$ cat config.mk
export PLATFORM = sky130hd
export DESIGN_NAME = skip_1x2
export DESIGN_NICKNAME = d
export VERILOG_FILES = /design/src/rtl/skip_1x2_pkg.sv /design/src/rtl/skip_1x2_size_meter.sv /design/src/rtl/skip_1x2.sv
export SDC_FILE = /design/constraint.sdc
export NUM_CORES = 1
export LEC_CHECK = 0
export BUFFER_PORTS_ARGS = -buffer_cell sky130_fd_sc_hd__buf_2
export CAP_MARGIN = 10
export CORE_MARGIN = 3
export CORE_UTILIZATION = 55
export DETAILED_ROUTE_END_ITERATION = 12
export PLACE_DENSITY = 0.81
export RECOVER_POWER = 25
export SYNTH_ARGS = -nofsm -noshare
export SYNTH_HDL_FRONTEND = slang
export SYNTH_HIERARCHICAL = 1
export SYNTH_SLANG_ARGS = --single-unit
$ cat constraint.sdc
create_clock -name clock -period 3.7 [get_ports clock]
set_input_delay 0.555 -clock clock [delete_from_list [all_inputs] [get_ports clock]]
set_output_delay 0.555 -clock clock [all_outputs]
set_load 0.05 [all_outputs]
$ cat src/rtl/skip_1x2_pkg.sv
// -----------------------------------------------------------------------------
// skip_1x2_pkg
// Shared constants for the RGB888 skip stages (skip_2x1 horizontal, skip_1x2
// vertical) and a small helper deciding whether a line survives decimation.
// -----------------------------------------------------------------------------
package skip_1x2_pkg;

    // Colour channel width of the RGB888 path.
    localparam int RGB_W      = 8;

    // Default width of the pixel/line counters and the size outputs.
    localparam int CNT_W_DEF  = 12;

    // Bit positions inside the shared image_mode word.
    localparam int MODE_HSKIP = 0;
    localparam int MODE_VSKIP = 1;

    // A line is kept when vertical skip is off, or when it is an even line
    // of the frame (parity 0 = first line after vs).
    function automatic logic keep_line(input logic vskip_en, input logic parity);
        return ~vskip_en | ~parity;
    endfunction

endpackage

$ cat src/rtl/skip_1x2_size_meter.sv
// -----------------------------------------------------------------------------
// skip_1x2_size_meter
// Measures the size of the frame seen on a de stream: the number of de cycles
// in the last completed line and the number of completed lines. The values of
// the frame just finished are published on every frame_start together with a
// one-cycle stat_valid pulse.
//
// Ports
//   clock         in   1      pixel clock
//   reset         in   1      synchronous, active-high reset
//   frame_start   in   1      single-cycle frame start strobe
//   de            in   1      data enable of the stream being measured
//   width_o       out  CNT_W  de count of the last completed line of last frame
//   height_o      out  CNT_W  completed-line count of last frame
//   stat_valid_o  out  1      pulses for one cycle when width_o/height_o update
// -----------------------------------------------------------------------------
module skip_1x2_size_meter
    import skip_1x2_pkg::*;
#(
    parameter int CNT_W = CNT_W_DEF
) (
    input  logic             clock,
    input  logic             reset,
    input  logic             frame_start,
    input  logic             de,
    output logic [CNT_W-1:0] width_o,
    output logic [CNT_W-1:0] height_o,
    output logic             stat_valid_o
);

    localparam logic [CNT_W-1:0] CNT_MAX = '1;

    logic             de_d_reg;
    logic [CNT_W-1:0] pix_cnt_reg;
    logic [CNT_W-1:0] line_cnt_reg;
    logic [CNT_W-1:0] width_q_reg;
    logic [CNT_W-1:0] width_reg;
    logic [CNT_W-1:0] height_reg;
    logic             stat_valid_reg;
    logic             line_done;

    // Falling edge of the measured de closes a line.
    assign line_done = de_d_reg & ~de;

    always_ff @(posedge clock) begin
        if (reset) begin
            de_d_reg       <= 1'b0;
            pix_cnt_reg    <= '0;
            line_cnt_reg   <= '0;
            width_q_reg    <= '0;
            width_reg      <= '0;
            height_reg     <= '0;
            stat_valid_reg <= 1'b0;
        end else begin
            stat_valid_reg <= frame_start;
            if (frame_start) begin
                width_reg    <= width_q_reg;
                height_reg   <= line_cnt_reg;
                pix_cnt_reg  <= '0;
                line_cnt_reg <= '0;
                // Forget the de history so a line cut short by vs does not
                // complete (and get counted) in the new frame.
                de_d_reg     <= 1'b0;
            end else begin
                de_d_reg <= de;
                if (line_done) begin
                    width_q_reg <= pix_cnt_reg;
                    pix_cnt_reg <= '0;
                    if (line_cnt_reg != CNT_MAX) begin
                        line_cnt_reg <= line_cnt_reg + 1'b1;
                    end
                end else if (de && (pix_cnt_reg != CNT_MAX)) begin
                    pix_cnt_reg <= pix_cnt_reg + 1'b1;
                end
            end
        end
    end

    assign width_o      = width_reg;
    assign height_o     = height_reg;
    assign stat_valid_o = stat_valid_reg;

endmodule

$ cat src/rtl/skip_1x2.sv
// -----------------------------------------------------------------------------
// skip_1x2
// Vertical 2:1 line decimation for the RGB888 video path, placed right after
// skip_2x1. All stream signals are delayed by one clock; when the vertical
// skip bit of the per-frame mode word is set, de_o is suppressed on every odd
// line of the frame (the first line after vs is kept). The output frame size
// is measured and reported once per frame.
//
// Ports
//   clock                 in   1      pixel clock
//   reset                 in   1      synchronous, active-high reset
//   vs_i / hs_i / de_i    in   1      syncs and data enable from skip_2x1
//   rgb_r_i/_g_i/_b_i     in   8      pixel colour
//   image_mode_i          in   8      mode word, captured at each frame start
//   vs_o / hs_o           out  1      syncs delayed one clock
//   de_o                  out  1      de delayed one clock, gated on odd lines
//   rgb_r_o/_g_o/_b_o     out  8      colour delayed one clock (not reset)
//   width_o / height_o    out  CNT_W  kept-line width and kept-line count of
//                                     the previous frame
//   stat_valid_o          out  1      one-cycle pulse on width/height update
// -----------------------------------------------------------------------------
module skip_1x2
    import skip_1x2_pkg::*;
#(
    parameter int CNT_W    = CNT_W_DEF,
    parameter int MODE_BIT = MODE_VSKIP
) (
    input  logic             clock,
    input  logic             reset,
    input  logic             vs_i,
    input  logic             hs_i,
    input  logic             de_i,
    input  logic [RGB_W-1:0] rgb_r_i,
    input  logic [RGB_W-1:0] rgb_g_i,
    input  logic [RGB_W-1:0] rgb_b_i,
    input  logic [7:0]       image_mode_i,
    output logic             vs_o,
    output logic             hs_o,
    output logic             de_o,
    output logic [RGB_W-1:0] rgb_r_o,
    output logic [RGB_W-1:0] rgb_g_o,
    output logic [RGB_W-1:0] rgb_b_o,
    output logic [CNT_W-1:0] width_o,
    output logic [CNT_W-1:0] height_o,
    output logic             stat_valid_o
);

    logic             vs_d_reg;
    logic             hs_d_reg;
    logic             de_d_reg;
    logic             vskip_reg;
    logic             parity_reg;
    logic [RGB_W-1:0] rgb_r_reg;
    logic [RGB_W-1:0] rgb_g_reg;
    logic [RGB_W-1:0] rgb_b_reg;
    logic             frame_start;
    logic             line_end;
    logic             de_out;
    logic             mode_unused;

    // Only one bit of the mode word concerns this stage; the others belong
    // to neighbouring stages.
    assign mode_unused = ^image_mode_i;

    assign frame_start = vs_i & ~vs_d_reg;
    // The incoming de is the ungated line enable, so each falling edge is a
    // genuine end of line.
    assign line_end    = de_d_reg & ~de_i;

    always_ff @(posedge clock) begin
        if (reset) begin
            vs_d_reg   <= 1'b0;
            hs_d_reg   <= 1'b0;
            de_d_reg   <= 1'b0;
            vskip_reg  <= 1'b0;
            parity_reg <= 1'b0;
        end else begin
            vs_d_reg <= vs_i;
            hs_d_reg <= hs_i;
            de_d_reg <= de_i;
            // Frame start wins over a coincident line end: a line cut off by
            // vs must not leave the new frame on odd parity.
            if (frame_start) begin
                vskip_reg  <= image_mode_i[MODE_BIT];
                parity_reg <= 1'b0;
            end else if (line_end) begin
                parity_reg <= ~parity_reg;
            end
        end
    end

    // Colour is pure pipeline data and is qualified by de_o downstream.
    always_ff @(posedge clock) begin
        rgb_r_reg <= rgb_r_i;
        rgb_g_reg <= rgb_g_i;
        rgb_b_reg <= rgb_b_i;
    end

    // Parity only changes on the edge where de_d falls, so the gate is
    // stable across every active line.
    assign de_out = de_d_reg & keep_line(vskip_reg, parity_reg);

    skip_1x2_size_meter #(
        .CNT_W(CNT_W)
    ) u_size_meter (
        .clock       (clock),
        .reset       (reset),
        .frame_start (frame_start),
        .de          (de_out),
        .width_o     (width_o),
        .height_o    (height_o),
        .stat_valid_o(stat_valid_o)
    );

    assign vs_o    = vs_d_reg;
    assign hs_o    = hs_d_reg;
    assign de_o    = de_out;
    assign rgb_r_o = rgb_r_reg;
    assign rgb_g_o = rgb_g_reg;
    assign rgb_b_o = rgb_b_reg;

endmodule

Word-level counts from Yosys, hierarchy flattened
Index checks and enable logic that the tools add are counted.
Cells by class
  add/subtract/negate cells: 2
  eq/ne operators: 2
  bitwise operators: 11
  reductions and logical operators: 5
Operator list (count)
  adder 12 x 1 -> 12 bit, second input constant: 2
  != test 12 bit, second input constant: 2
  NOT 1 bit: 6
  AND 1 bit: 4
  AND reduction 2 bit: 2
  OR reduction 3 bit: 1
  OR reduction 2 bit: 1
  logical AND 1 bit: 1
  OR 1 bit: 1
Storage, ports and cells
  register bits: 91
  bits of input ports: 37
  output and inout bits: 52
  word-level logic and storage cells: 35

Depth between registers and ports, before layout
  word-level depth: 6
  gate-level depth with buffers: 8
  depth with buffers taken out: 5

Modules after synthesis
Netlist, hierarchy kept.
Modules (own cells, without submodules)
  skip_1x2_size_meter: instances 1, cells an instance 280, area each 2539.9 um2, sequential area each 1241.2 um2
  skip_1x2: instances 1, cells an instance 39, area each 661.9 um2, sequential area each 580.6 um2

Worst setup path before layout
OpenSTA, ideal clock, no wires.
  path kind: register -> register
  start: reg, netlist name de_d_reg
  end: reg u_size_meter.pix_cnt_reg[11]
  library setup time: 0.072 ns
  data arrival time: 2.945 ns
  data required time: 3.628 ns
  path slack: 0.683 ns
  stages on the path, launching flop included: 7
  buffers on the path: 1
  period minus slack after synthesis: 3.017 ns
  cells stage by stage: dfxtp_1 a21boi_0 buf_6 and4_1 o2111a_1 or4b_2 a21oi_1
RTL lines
  end signal, assigned: line skip_1x2_size_meter.sv:73  | pix_cnt_reg <= pix_cnt_reg + 1'b1;
  end, declared: line skip_1x2_size_meter.sv:34  | logic [CNT_W-1:0] pix_cnt_reg;

Worst setup path after layout
  start: in reset
  end: reg u_size_meter.pix_cnt_reg[6]
Between the ends
  longest elaborated chain between the ends: 1
Ends and longest elaborated chain
  start, declared: line skip_1x2.sv:29  | input logic reset,
  OR reduction 3 bit (no source line)
No other way between the ends.
A chain may end at the register's enable or synchronous reset.

==> run_results.csv <==
group,metric,value,unit
synth,ys_top_cells_by_area,"dfxtp_1 57%, mux2i_1 8.8%, nor2_1 4.5%, a21oi_1 4.1%, o21ai_0 3.1%",
setup_path,crit_path_start_kind,"primary input",
synth,synth_area_leader_cell,"dfxtp_1",
setup_path,path_class,"primary input to register",
route,wl,6.44,mm
pwr,power,1730,uW
global_routing,grt_first_pass_wirelength,10.3,mm
timing,maxSlewHeadroom,-25.0,%
setup_path,path_cells,"clkbuf_1, nor2_1, nand2_1, o41ai_1",
route,drc,0,
route,vias,2619,
floorplanning,core-area,5570,sq um
synth,synth_seq_area_share,56.9,%
clocking,post_cts_buffers,0,
setup_path,worst_ep_required_time,3920,ps
clocking,clk_pin_slew,80,ps
floorplanning,dieArea,6770,sq um
clocking,cts_sinks,91,
timing,tns,0,ps
synth,ys.flop_type,"dfxtp_1",
place,io_buffer_count,81,
final_layout,syn2layout_area_growth,19.1,%
floorplanning,io_pins,89,
floorplanning,die_width,82.3,um
final_layout,fill_cells,439,
synth,yosysWarnings,6,
clocking,cts_tree,"built",
global_routing,grtUsageTotal,19.9,%
place,hpwl,4.53,mm
clocking,numCtsBuffers,9,
synth,synth_area,3200,sq um
global_routing,grt_max_degree,46,
timing,finalMaxSlewViolations,46,
pwr,p_per_area,453,nW/um^2
floorplanning,die_h,82.3,um
route,via_per_inst,5.50,
final_layout,instances_no_fill,476,
synth,yosysUniqueCellTypes,44,
floorplanning,start_util,57.4,%
timing,setup_viol,0,
clocking,cts_root_buffer,"clkbuf_8",
timing,tightestPinTransition,1870,ps
timing,timing.hold.ws,310,ps
route,firstDrtPassIters,4,
run_status,violations,"capacitance limit, slew limit",
timing,final-hold-violation-count,0,
setup_path,end_kind,"register",
synth,synth_most_common_cell,"dfxtp_1",
synth,synthesis.nets,358,
pwr,p_leak,0.00158,uW
floorplanning,rows,27,
global_routing,grt_pass1_vias,2404,
pwr,vdd_drop_max,317,uV
setup_path,cp.arrival,2750,ps
synth,avgSynthCellArea,10.0,sq um
timing,rsz0062_at_grt,"false",
clocking,cts_buffer_depth,2,
clocking,cts_resized,0,
place,gp_congestion,0.901,
clocking,hold_buffers,0,
setup_path,cpPeakStageDelay,1320,ps
timing,worst_clock_skew,11.4,ps
timing,post-route-period-util,68.3,%
synth,async_flop_share,0,%
run,drv_cap,1,
route,drtIter0Drc,133,
global_routing,grt_antenna_before_repair,0,
synth,syn_inst,319,
route,wire_per_inst,13.5,um
timing,min_period,2530,ps
final_layout,fin_nets,438,
global_routing,grt_remaining_overflow,0,
run_status,status,"finished, violations left",
route,ant_nets,0,
setup_path,slowest_stage,"clkbuf_1",
final_layout,n_antenna_cell,0,
final_layout,drive_above_1_share,25.2,%
place,dp_cells,460,
clocking,clk_latency,340,ps
synth,synth_common_cells,"91 x dfxtp_1, 38 x nor2_1, 28 x mux2i_1, 26 x a21oi_1",
timing,fmax,396,MHz
min_path,hp-class,"primary input to register",
synth,ys_ff_latch,91,
synth,netlist.area_leader.share,56.9,%
synth,synth-edff-count,0,
clocking,htreeDepth,3,
setup_path,worst-path-buf-inv,1,
setup_path,crit_family,"buffers and inverters",
setup_path,cp_max_fo,45,
## layout make-up
type	instances	area [sq um]	area share, %
inverters	4	15.0	0.394
well taps	72	90.1	2.36
repair buffers	83	419	11.0
clock inverters	2	10.0	0.262
clock buffers	14	163	4.27
multi-input cells	210	1290	34.0
flip-flops and latches	91	1820	47.8
## logic make-up after synthesis
| logic type | count (synthesis) | synth area share [%] |
|---|---|---|
| flip-flops | 91 | 56.9 |
| AO/OA/AOI/OAI | 63 | 11.5 |
| AND/OR/NAND/NOR | 113 | 18.3 |
| adder cells (fa/ha/maj) | 2 | 0.781 |
| multiplexers | 28 | 8.75 |
| XOR/XNOR | 4 | 1.09 |
| buffers and inverters | 18 | 2.66 |
## per-stage QoR
| stage | util, % | instance area, sq um | setup WS, ps |
|---|---|---|---|
| after detailed placement | 65.3 | 3640 | 1620 |
| after CTS | 68.4 | 3810 | 1640 |
| after global placement | 65.3 | 3640 | 1640 |
| after global routing | 68.4 | 3810 | 941 |
| final | 68.4 | 3810 | 1170 |
| after floorplan | - | 3200 | 683 |
## metal layers
metal	wire (um)	GRT usage, %	up-vias	part of all wire [%]
met4	136	11.0	0	2.1
met2	2890	31.7	104	45
met1	2970	24.7	1207	46
met3	436	4.88	13	6.8
met5	0	0	-	0
li1	-	-	1295	-
## power by group
group	internal (uW)	switching [uW]
Combinational	37.4	100
Sequential	997	5.86
Clock	280	306
## final timing paths
path | cells past startpoint | end | startpoint | slack [ps]
min reg2reg | 2 | u_size_meter/width_q_reg[6]$_SDFFE_PP0P_ | u_size_meter/width_q_reg[6]$_SDFFE_PP0P_ | 480
max | 4 | u_size_meter/pix_cnt_reg[6]$_SDFFE_PP0P_ | reset | 1170
min | 1 | rgb_r_o[6]$_DFF_P_ | rgb_r_i[6] | 310
max reg2reg | 6 | u_size_meter/pix_cnt_reg[11]$_SDFFE_PP0P_ | de_d_reg$_SDFF_PP0_ | 1630
## placed cells by master (no fill, tap or decap), drive strengths merged, types with 3 or more instances in the layout
cell,instances
a21oi,26
a31oi,3
and4,3
buf,82
clkbuf,15
dfxtp,91
inv,4
mux2i,28
nand2,20
nand3,8
nand4,8
nor2,38
nor2b,8
nor3,7
o21ai,20
o31ai,5
or2,3
or3,5
or4,3
Power figures use the tool's default switching activity.
